## src/rtl/hazard_scoreboard_if.sv

```systemverilog
// Pipeline-side handshake for the hazard scoreboard: D/E/M/W register fields in,
// stall/flush/forward controls out.
interface hazard_if #(
    parameter int REG_AW = 5
);
    logic              ValidD, RegWriteD, LongOpD;
    logic [REG_AW-1:0] Rs1D, Rs2D, RdD;
    logic [REG_AW-1:0] Rs1E, Rs2E, RdE;
    logic              ResultSrcE_zero, PCSrcE;
    logic              RegWriteM, RegWriteW;
    logic [REG_AW-1:0] RdM, RdW;
    logic              LongDoneW;
    logic              StallF, StallD, FlushD, FlushE;
    logic [1:0]        ForwardAE, ForwardBE;

    modport master (
        output ValidD, RegWriteD, LongOpD, Rs1D, Rs2D, RdD, Rs1E, Rs2E, RdE,
               ResultSrcE_zero, PCSrcE, RegWriteM, RegWriteW, RdM, RdW, LongDoneW,
        input  StallF, StallD, FlushD, FlushE, ForwardAE, ForwardBE
    );

    modport slave (
        input  ValidD, RegWriteD, LongOpD, Rs1D, Rs2D, RdD, Rs1E, Rs2E, RdE,
               ResultSrcE_zero, PCSrcE, RegWriteM, RegWriteW, RdM, RdW, LongDoneW,
        output StallF, StallD, FlushD, FlushE, ForwardAE, ForwardBE
    );
endinterface

```

## src/rtl/hazard_scoreboard.sv

```systemverilog
// Forwarding, load-use/branch hazard control and a register scoreboard that lets
// variable-latency long ops complete out of order through W.
module hazard_scoreboard #(
    parameter int NUM_REGS     = 32,
    parameter int REG_AW       = 5,
    parameter int MAX_INFLIGHT = 4,
    parameter int BYPASS_DONE  = 1,
    parameter int PERF_W       = 32,
    localparam int CNT_W       = $clog2(MAX_INFLIGHT + 1)
) (
    input  logic                clk,
    input  logic                rst_n,
    hazard_if.slave             hz,
    output logic [NUM_REGS-1:0] pending_o,
    output logic [CNT_W-1:0]    inflight_o,
    output logic [PERF_W-1:0]   stall_cycles_o
);
    logic [NUM_REGS-1:0] pending, pendingNxt, doneClr, pendEff;
    logic [CNT_W-1:0]    inflight;
    logic [PERF_W-1:0]   stallCycles;
    logic                lwStall, rawStall, wawStall, fullStall, stallD;
    logic                issue, doneValid;

    always_comb begin
        hz.ForwardAE = 2'b00;
        if (hz.RegWriteM && hz.RdM != '0 && hz.RdM == hz.Rs1E)      hz.ForwardAE = 2'b10;
        else if (hz.RegWriteW && hz.RdW != '0 && hz.RdW == hz.Rs1E) hz.ForwardAE = 2'b01;
        hz.ForwardBE = 2'b00;
        if (hz.RegWriteM && hz.RdM != '0 && hz.RdM == hz.Rs2E)      hz.ForwardBE = 2'b10;
        else if (hz.RegWriteW && hz.RdW != '0 && hz.RdW == hz.Rs2E) hz.ForwardBE = 2'b01;
    end

    // With bypass, a completion in W already satisfies a waiting reader this cycle.
    always_comb begin
        doneClr = '0;
        if (BYPASS_DONE != 0 && hz.LongDoneW) doneClr[hz.RdW] = 1'b1;
        pendEff    = pending & ~doneClr;
        pendEff[0] = 1'b0;
    end

    assign lwStall   = hz.ResultSrcE_zero && hz.RdE != '0 &&
                       (hz.RdE == hz.Rs1D || hz.RdE == hz.Rs2D);
    assign rawStall  = pendEff[hz.Rs1D] || pendEff[hz.Rs2D];
    assign wawStall  = hz.RegWriteD && pendEff[hz.RdD];
    assign fullStall = hz.LongOpD && inflight == CNT_W'(MAX_INFLIGHT) && !hz.LongDoneW;
    assign stallD    = hz.ValidD && (lwStall || rawStall || wawStall || fullStall);

    assign hz.StallF = stallD;
    assign hz.StallD = stallD;
    assign hz.FlushD = hz.PCSrcE;
    assign hz.FlushE = hz.PCSrcE || stallD;

    assign issue     = hz.ValidD && hz.LongOpD && hz.RegWriteD && hz.RdD != '0 &&
                       !stallD && !hz.PCSrcE;
    // Completions for registers not pending (e.g. ops lost across reset) are ignored.
    assign doneValid = hz.LongDoneW && pending[hz.RdW];

    // Clear before set: a same-cycle issue to the completing register keeps it pending.
    always_comb begin
        pendingNxt = pending;
        if (hz.LongDoneW) pendingNxt[hz.RdW] = 1'b0;
        if (issue)        pendingNxt[hz.RdD] = 1'b1;
        pendingNxt[0] = 1'b0;
    end

    always_ff @(posedge clk) begin
        if (!rst_n) begin
            pending     <= '0;
            inflight    <= '0;
            stallCycles <= '0;
        end else begin
            pending <= pendingNxt;
            if (issue && !doneValid)
                inflight <= inflight + CNT_W'(1);
            else if (doneValid && !issue && inflight != '0)
                inflight <= inflight - CNT_W'(1);
            if (stallD && stallCycles != '1)
                stallCycles <= stallCycles + PERF_W'(1);
        end
    end

    assign pending_o      = pending;
    assign inflight_o     = inflight;
    assign stall_cycles_o = stallCycles;
endmodule
```

## src/flat_wrapper.sv

```systemverilog
// flat-port wrapper written by rule: the top's interface ports become plain ports
module hazard_scoreboard_flat 
#(
    parameter int NUM_REGS     = 32,
    parameter int REG_AW       = 5,
    parameter int MAX_INFLIGHT = 4,
    parameter int BYPASS_DONE  = 1,
    parameter int PERF_W       = 32,
    localparam int CNT_W       = $clog2(MAX_INFLIGHT + 1)
)
  (clk, rst_n, pending_o, inflight_o, stall_cycles_o, hz_ValidD, hz_RegWriteD, hz_LongOpD, hz_Rs1D, hz_Rs2D, hz_RdD, hz_Rs1E, hz_Rs2E, hz_RdE, hz_ResultSrcE_zero, hz_PCSrcE, hz_RegWriteM, hz_RegWriteW, hz_RdM, hz_RdW, hz_LongDoneW, hz_StallF, hz_StallD, hz_FlushD, hz_FlushE, hz_ForwardAE, hz_ForwardBE);
  hazard_if #(.REG_AW(REG_AW)) hz_i ();
  input  logic clk;
  input  logic rst_n;
  output logic [NUM_REGS-1:0] pending_o;
  output logic [CNT_W-1:0] inflight_o;
  output logic [PERF_W-1:0] stall_cycles_o;
  input wire logic [$bits(hz_i.ValidD)-1:0] hz_ValidD;
  input wire logic [$bits(hz_i.RegWriteD)-1:0] hz_RegWriteD;
  input wire logic [$bits(hz_i.LongOpD)-1:0] hz_LongOpD;
  input wire logic [$bits(hz_i.Rs1D)-1:0] hz_Rs1D;
  input wire logic [$bits(hz_i.Rs2D)-1:0] hz_Rs2D;
  input wire logic [$bits(hz_i.RdD)-1:0] hz_RdD;
  input wire logic [$bits(hz_i.Rs1E)-1:0] hz_Rs1E;
  input wire logic [$bits(hz_i.Rs2E)-1:0] hz_Rs2E;
  input wire logic [$bits(hz_i.RdE)-1:0] hz_RdE;
  input wire logic [$bits(hz_i.ResultSrcE_zero)-1:0] hz_ResultSrcE_zero;
  input wire logic [$bits(hz_i.PCSrcE)-1:0] hz_PCSrcE;
  input wire logic [$bits(hz_i.RegWriteM)-1:0] hz_RegWriteM;
  input wire logic [$bits(hz_i.RegWriteW)-1:0] hz_RegWriteW;
  input wire logic [$bits(hz_i.RdM)-1:0] hz_RdM;
  input wire logic [$bits(hz_i.RdW)-1:0] hz_RdW;
  input wire logic [$bits(hz_i.LongDoneW)-1:0] hz_LongDoneW;
  output wire logic [$bits(hz_i.StallF)-1:0] hz_StallF;
  output wire logic [$bits(hz_i.StallD)-1:0] hz_StallD;
  output wire logic [$bits(hz_i.FlushD)-1:0] hz_FlushD;
  output wire logic [$bits(hz_i.FlushE)-1:0] hz_FlushE;
  output wire logic [$bits(hz_i.ForwardAE)-1:0] hz_ForwardAE;
  output wire logic [$bits(hz_i.ForwardBE)-1:0] hz_ForwardBE;
  assign hz_i.ValidD = hz_ValidD;
  assign hz_i.RegWriteD = hz_RegWriteD;
  assign hz_i.LongOpD = hz_LongOpD;
  assign hz_i.Rs1D = hz_Rs1D;
  assign hz_i.Rs2D = hz_Rs2D;
  assign hz_i.RdD = hz_RdD;
  assign hz_i.Rs1E = hz_Rs1E;
  assign hz_i.Rs2E = hz_Rs2E;
  assign hz_i.RdE = hz_RdE;
  assign hz_i.ResultSrcE_zero = hz_ResultSrcE_zero;
  assign hz_i.PCSrcE = hz_PCSrcE;
  assign hz_i.RegWriteM = hz_RegWriteM;
  assign hz_i.RegWriteW = hz_RegWriteW;
  assign hz_i.RdM = hz_RdM;
  assign hz_i.RdW = hz_RdW;
  assign hz_i.LongDoneW = hz_LongDoneW;
  assign hz_StallF = hz_i.StallF;
  assign hz_StallD = hz_i.StallD;
  assign hz_FlushD = hz_i.FlushD;
  assign hz_FlushE = hz_i.FlushE;
  assign hz_ForwardAE = hz_i.ForwardAE;
  assign hz_ForwardBE = hz_i.ForwardBE;
  hazard_scoreboard #(.NUM_REGS(NUM_REGS), .REG_AW(REG_AW), .MAX_INFLIGHT(MAX_INFLIGHT), .BYPASS_DONE(BYPASS_DONE), .PERF_W(PERF_W)) u_core (.clk(clk), .rst_n(rst_n), .hz(hz_i), .pending_o(pending_o), .inflight_o(inflight_o), .stall_cycles_o(stall_cycles_o));
endmodule
```

## config.mk

```make
export PLATFORM = sky130hd
export DESIGN_NAME = hazard_scoreboard_flat
export DESIGN_NICKNAME = d
export VERILOG_FILES = /design/src/rtl/hazard_scoreboard_if.sv /design/src/rtl/hazard_scoreboard.sv /design/src/flat_wrapper.sv
export SDC_FILE = /design/constraint.sdc
export NUM_CORES = 1
export LEC_CHECK = 0
export ABC_CLOCK_PERIOD_IN_PS = 8420
export CORE_MARGIN = 10
export CORE_UTILIZATION = 56
export CTS_BUF_LIST = sky130_fd_sc_hd__clkbuf_4 sky130_fd_sc_hd__clkbuf_8
export CTS_CLUSTER_SIZE = 28
export DETAILED_ROUTE_END_ITERATION = 7
export GPL_TIMING_DRIVEN = 0
export PLACE_DENSITY_LB_ADDON = 0.25
export SETUP_SLACK_MARGIN = 0.05
export SYNTH_ARGS = -nofsm -noshare
export SYNTH_HDL_FRONTEND = slang
export SYNTH_SLANG_ARGS = --single-unit
export TNS_END_PERCENT = 5
```

## constraint.sdc

```tcl
create_clock -name clk -period 8.42 [get_ports clk]
set_input_delay 0.842 -clock clk [delete_from_list [all_inputs] [get_ports clk]]
set_output_delay 0.842 -clock clk [all_outputs]
set_load 0.01 [all_outputs]
```

==> flow_summary.ini <==
[clock_tree]
clk_pin_slew_ns = 0.08
cts_resized = 0
cts_made_buffers = 9
cts_buffer_depth = 2
cts_root_buffer = clkbuf_8
clk_latency_ns = 0.35
htree_levels = 3
clkSinkCount = 66
post_cts_buffers = 0
cts_tree = built
ctsHoldBuffers = 0

[synth]
ys_warn_count = 0
synth_cell_types = 73
syn_inst = 620
synth_nets = 672
synth_area_per_cell_um2 = 8.07
ys_ff_latch = 66
synth_edf_count = 0
synth_area_mm2 = 0.00500
yosysSeqAreaShare = 0.264
ys.flop_type = dfxtp_1
ys_async_sr_fraction = 0

[die]
die_area_mm2 = 0.0131
dieWidth_um = 115
core_area_mm2 = 0.00872
start_util = 0.574
die_h_um = 115
rows = 34
ios = 125

[detailed_routing]
first_iter_violations = 605
vias_per_cell = 7.07
firstDrtPassIters = 7
avgRoutedWirePerCell_um = 23.9
finalWirelength_um = 20600
drc = 0
vias = 6097
ant_nets = 0

[placed_design]
io_buffers = 118
place_inst = 846
hpwl_um = 15500
gp_congestion = 1.03

[grt]
grtUsageTotal = 0.298
antenna_found_initial = 0
grt_remaining_overflow = 0
grt_pass1_wl_um = 31600
grt_start_max_net_pins = 12
grt_pass1_vias = 5873

[critical_path]
crit_fanout = 10
crit_end = hz_FlushE
worstReg2RegEnd = u_core.inflight_o[2]
startpoint = hz_LongDoneW
rr_worst_depth = 9
critPathArrivalTime_ns = 4.82
path_class = in2out
r2r_slack_ns = 4.76
critPathLaunchType = primary input
path_common_cell = clkdlybuf4s50_1
path_buf_inv = 3
cpLargestDelayFamily = compound AO/OA/AOI/OAI gates
regToRegStartpoint = u_core.pending_o[15]
end_kind = primary output
cpPeakStageDelay_ns = 1.07
critPathRequiredTime_ns = 7.58
crit_cells = 11
slowest_stage = o21ai_0
path_cells = clkdlybuf4s50_1 -> buf_4 -> nand4bb_1 -> o21ai_0 -> and4_1 -> a311oi_1 -> o2111a_1 -> a22oi_2 -> a21oi_1 -> or2_2 -> clkdlybuf4s50_1

[layout]
syn2layout_area_growth_pct = 30.3
multi_input_area_mm2 = 0.00336
drive_gt1_frac = 0.0862
instances_no_fill = 862
seqCellArea_mm2 = 0.00132
fin_nets = 801
num_antenna_cells = 0
fillers = 666

[power]
clockPowerShare = 0.374
irDropWorstVdd_v = 0.0000982
switchingPower_uw = 225
comb_power_share = 0.202
powerDensity_mw_per_mm2 = 115
leakage_uw = 0.00219
intPower_uw = 522
seqPwrFrac = 0.424
sw_frac_of_total = 0.301

[timing]
slew_headroom = 0.115
worstMarginPinSlew_ns = 1.31
slew_violations = 0
max_freq_mhz = 177
setup_viol = 0
rsz0062_at_grt = false
period_share = 0.672
hold_viol_final = 0
fin_tns_setup_ns = 0
skew_ns = 0.0131
layout_min_cycle_time_ns = 5.66

[worst_hold_path]
min-delay-start = u_core.stall_cycles_o[5]
hp-class = reg2reg

[status]
status = completed

[job]
drv_cap = 0
==> flip-flops by register name (all words and copies together) (netlist names) <==
name and cells:
u_core.inflight_o 3, u_core.pending_o 31, u_core.stall_cycles_o 32
==> synth_stat cells, types with 4 or more instances <==
library cell / number / area [um2]
dfxtp_1: 66 / 1320
o21ai_0: 48 / 240
a21oi_1: 43 / 215
nand2_1: 32 / 120
clkbuf_1: 30 / 113
nor2_1: 28 / 105
or3_1: 27 / 169
nand3_1: 26 / 130
xor2_1: 25 / 219
and3_1: 19 / 119
inv_1: 19 / 71.3
o211ai_1: 19 / 143
or4_1: 19 / 143
o2111ai_1: 14 / 123
mux4_2: 12 / 270
nor4_1: 12 / 75.1
nand4_1: 11 / 68.8
o21a_1: 11 / 82.6
buf_2: 10 / 50.1
nor3_1: 9 / 45.0
a32o_1: 7 / 70.1
buf_4: 7 / 52.6
mux2i_1: 6 / 60.1
nand2b_1: 6 / 37.5
o31ai_1: 6 / 45.0
xnor2_1: 6 / 52.6
o21ai_1: 5 / 25.0
or2_2: 5 / 31.3
a22o_1: 4 / 35.0
a2bb2o_1: 4 / 40.0
a31oi_1: 4 / 25.0
and2_1: 4 / 25.0
and4_1: 4 / 35.0
o31a_1: 4 / 35.0
==> through the flow <==
step | hold WS, ns | instance area (um2) | util | total power, uW | setup WS [ns]
3_5_place_dp | 0.490 | 6320 | 0.725 | 470 | 2.97
6_report | 0.505 | 6520 | 0.747 | 747 | 2.76
2_1_floorplan | 0.504 | 5000 | - | 406 | 4.26
3_3_place_gp | 0.477 | 6320 | 0.725 | 467 | 3.00
5_1_grt | 0.532 | 6520 | 0.747 | 767 | 2.80
4_1_cts | 0.504 | 6520 | 0.747 | 738 | 2.94
==> power by group through the flow <==
stage | logic (uW) | registers [uW] | clock network, uW
finish | 151 | 316 | 279
detailed placement | 146 | 323 | 0
global placement | 143 | 323 | 0
global route | 161 | 317 | 290
floorplan | 82.2 | 324 | 0
CTS | 147 | 316 | 275
==> area by class of cell <==
type | instances | area share
repair buffers | 118 | 0.181
clock buffers | 12 | 0.0225
well taps | 108 | 0.0207
inverters | 21 | 0.0121
clock inverters | 4 | 0.00806
multi-input cells | 482 | 0.516
flip-flops and latches | 66 | 0.203
plain buffers | 51 | 0.0365
==> layer usage <==
layer	track usage	vias up	share of wire	wire length [um]
met5	0	-	0	0
met4	0.160	0	0.053	1090
met3	0.0938	92	0.13	2620
met2	0.485	491	0.46	9460
met1	0.340	2853	0.36	7450
li1	-	2661	-	-
==> cell families (layout without fill, tap and decap cells) <==
| kind of cell | count (synthesis) | after routing | share of synthesized area |
|---|---|---|---|
| AOI/OAI and AO/OA | 207 | 207 | 0.280 |
| xor gates and xnor gates | 31 | 31 | 0.0543 |
| adders and majority gates | 2 | 2 | 0.00650 |
| buffers and inverters | 72 | 206 | 0.0633 |
| DFF | 66 | 66 | 0.264 |
| muxes | 21 | 21 | 0.0728 |
| other | 1 | 1 | 0.000750 |
| and+or+nand+nor | 220 | 220 | 0.259 |
==> worst min-delay path by stage <==
stage	endpoint	slack, ns	cells after the start
after CTS	u_core.stall_cycles_o[5]	0.50	2
after detailed placement	u_core.stall_cycles_o[5]	0.49	2
after global placement	u_core.stall_cycles_o[5]	0.48	2
after global routing	u_core.stall_cycles_o[5]	0.53	2
after floorplan	u_core.stall_cycles_o[30]	0.50	2
final	u_core.stall_cycles_o[5]	0.50	2
==> cell usage in the layout (no fill, tap or decap), types with 14 or more instances in the layout <==
master           synthesis  final
nor2_1                  28     28
or3_1                   27     27
o2111ai_1               14     14
or4_1                   19     19
inv_1                   19     19
dfxtp_1                 66     66
clkbuf_1                30     30
clkdlybuf4s50_1          0    118
and3_1                  19     19
a21oi_1                 43     43
o211ai_1                19     19
nand2_1                 32     32
xor2_1                  25     25
o21ai_0                 48     48
nand3_1                 26     26
==> tightest hold or removal path: stages (launching register included) <==
cell and delay [ns]:
dfxtp_1 0.33, o21ai_0 0.07, a21oi_1 0.06
Power figures use the tool's default switching activity.
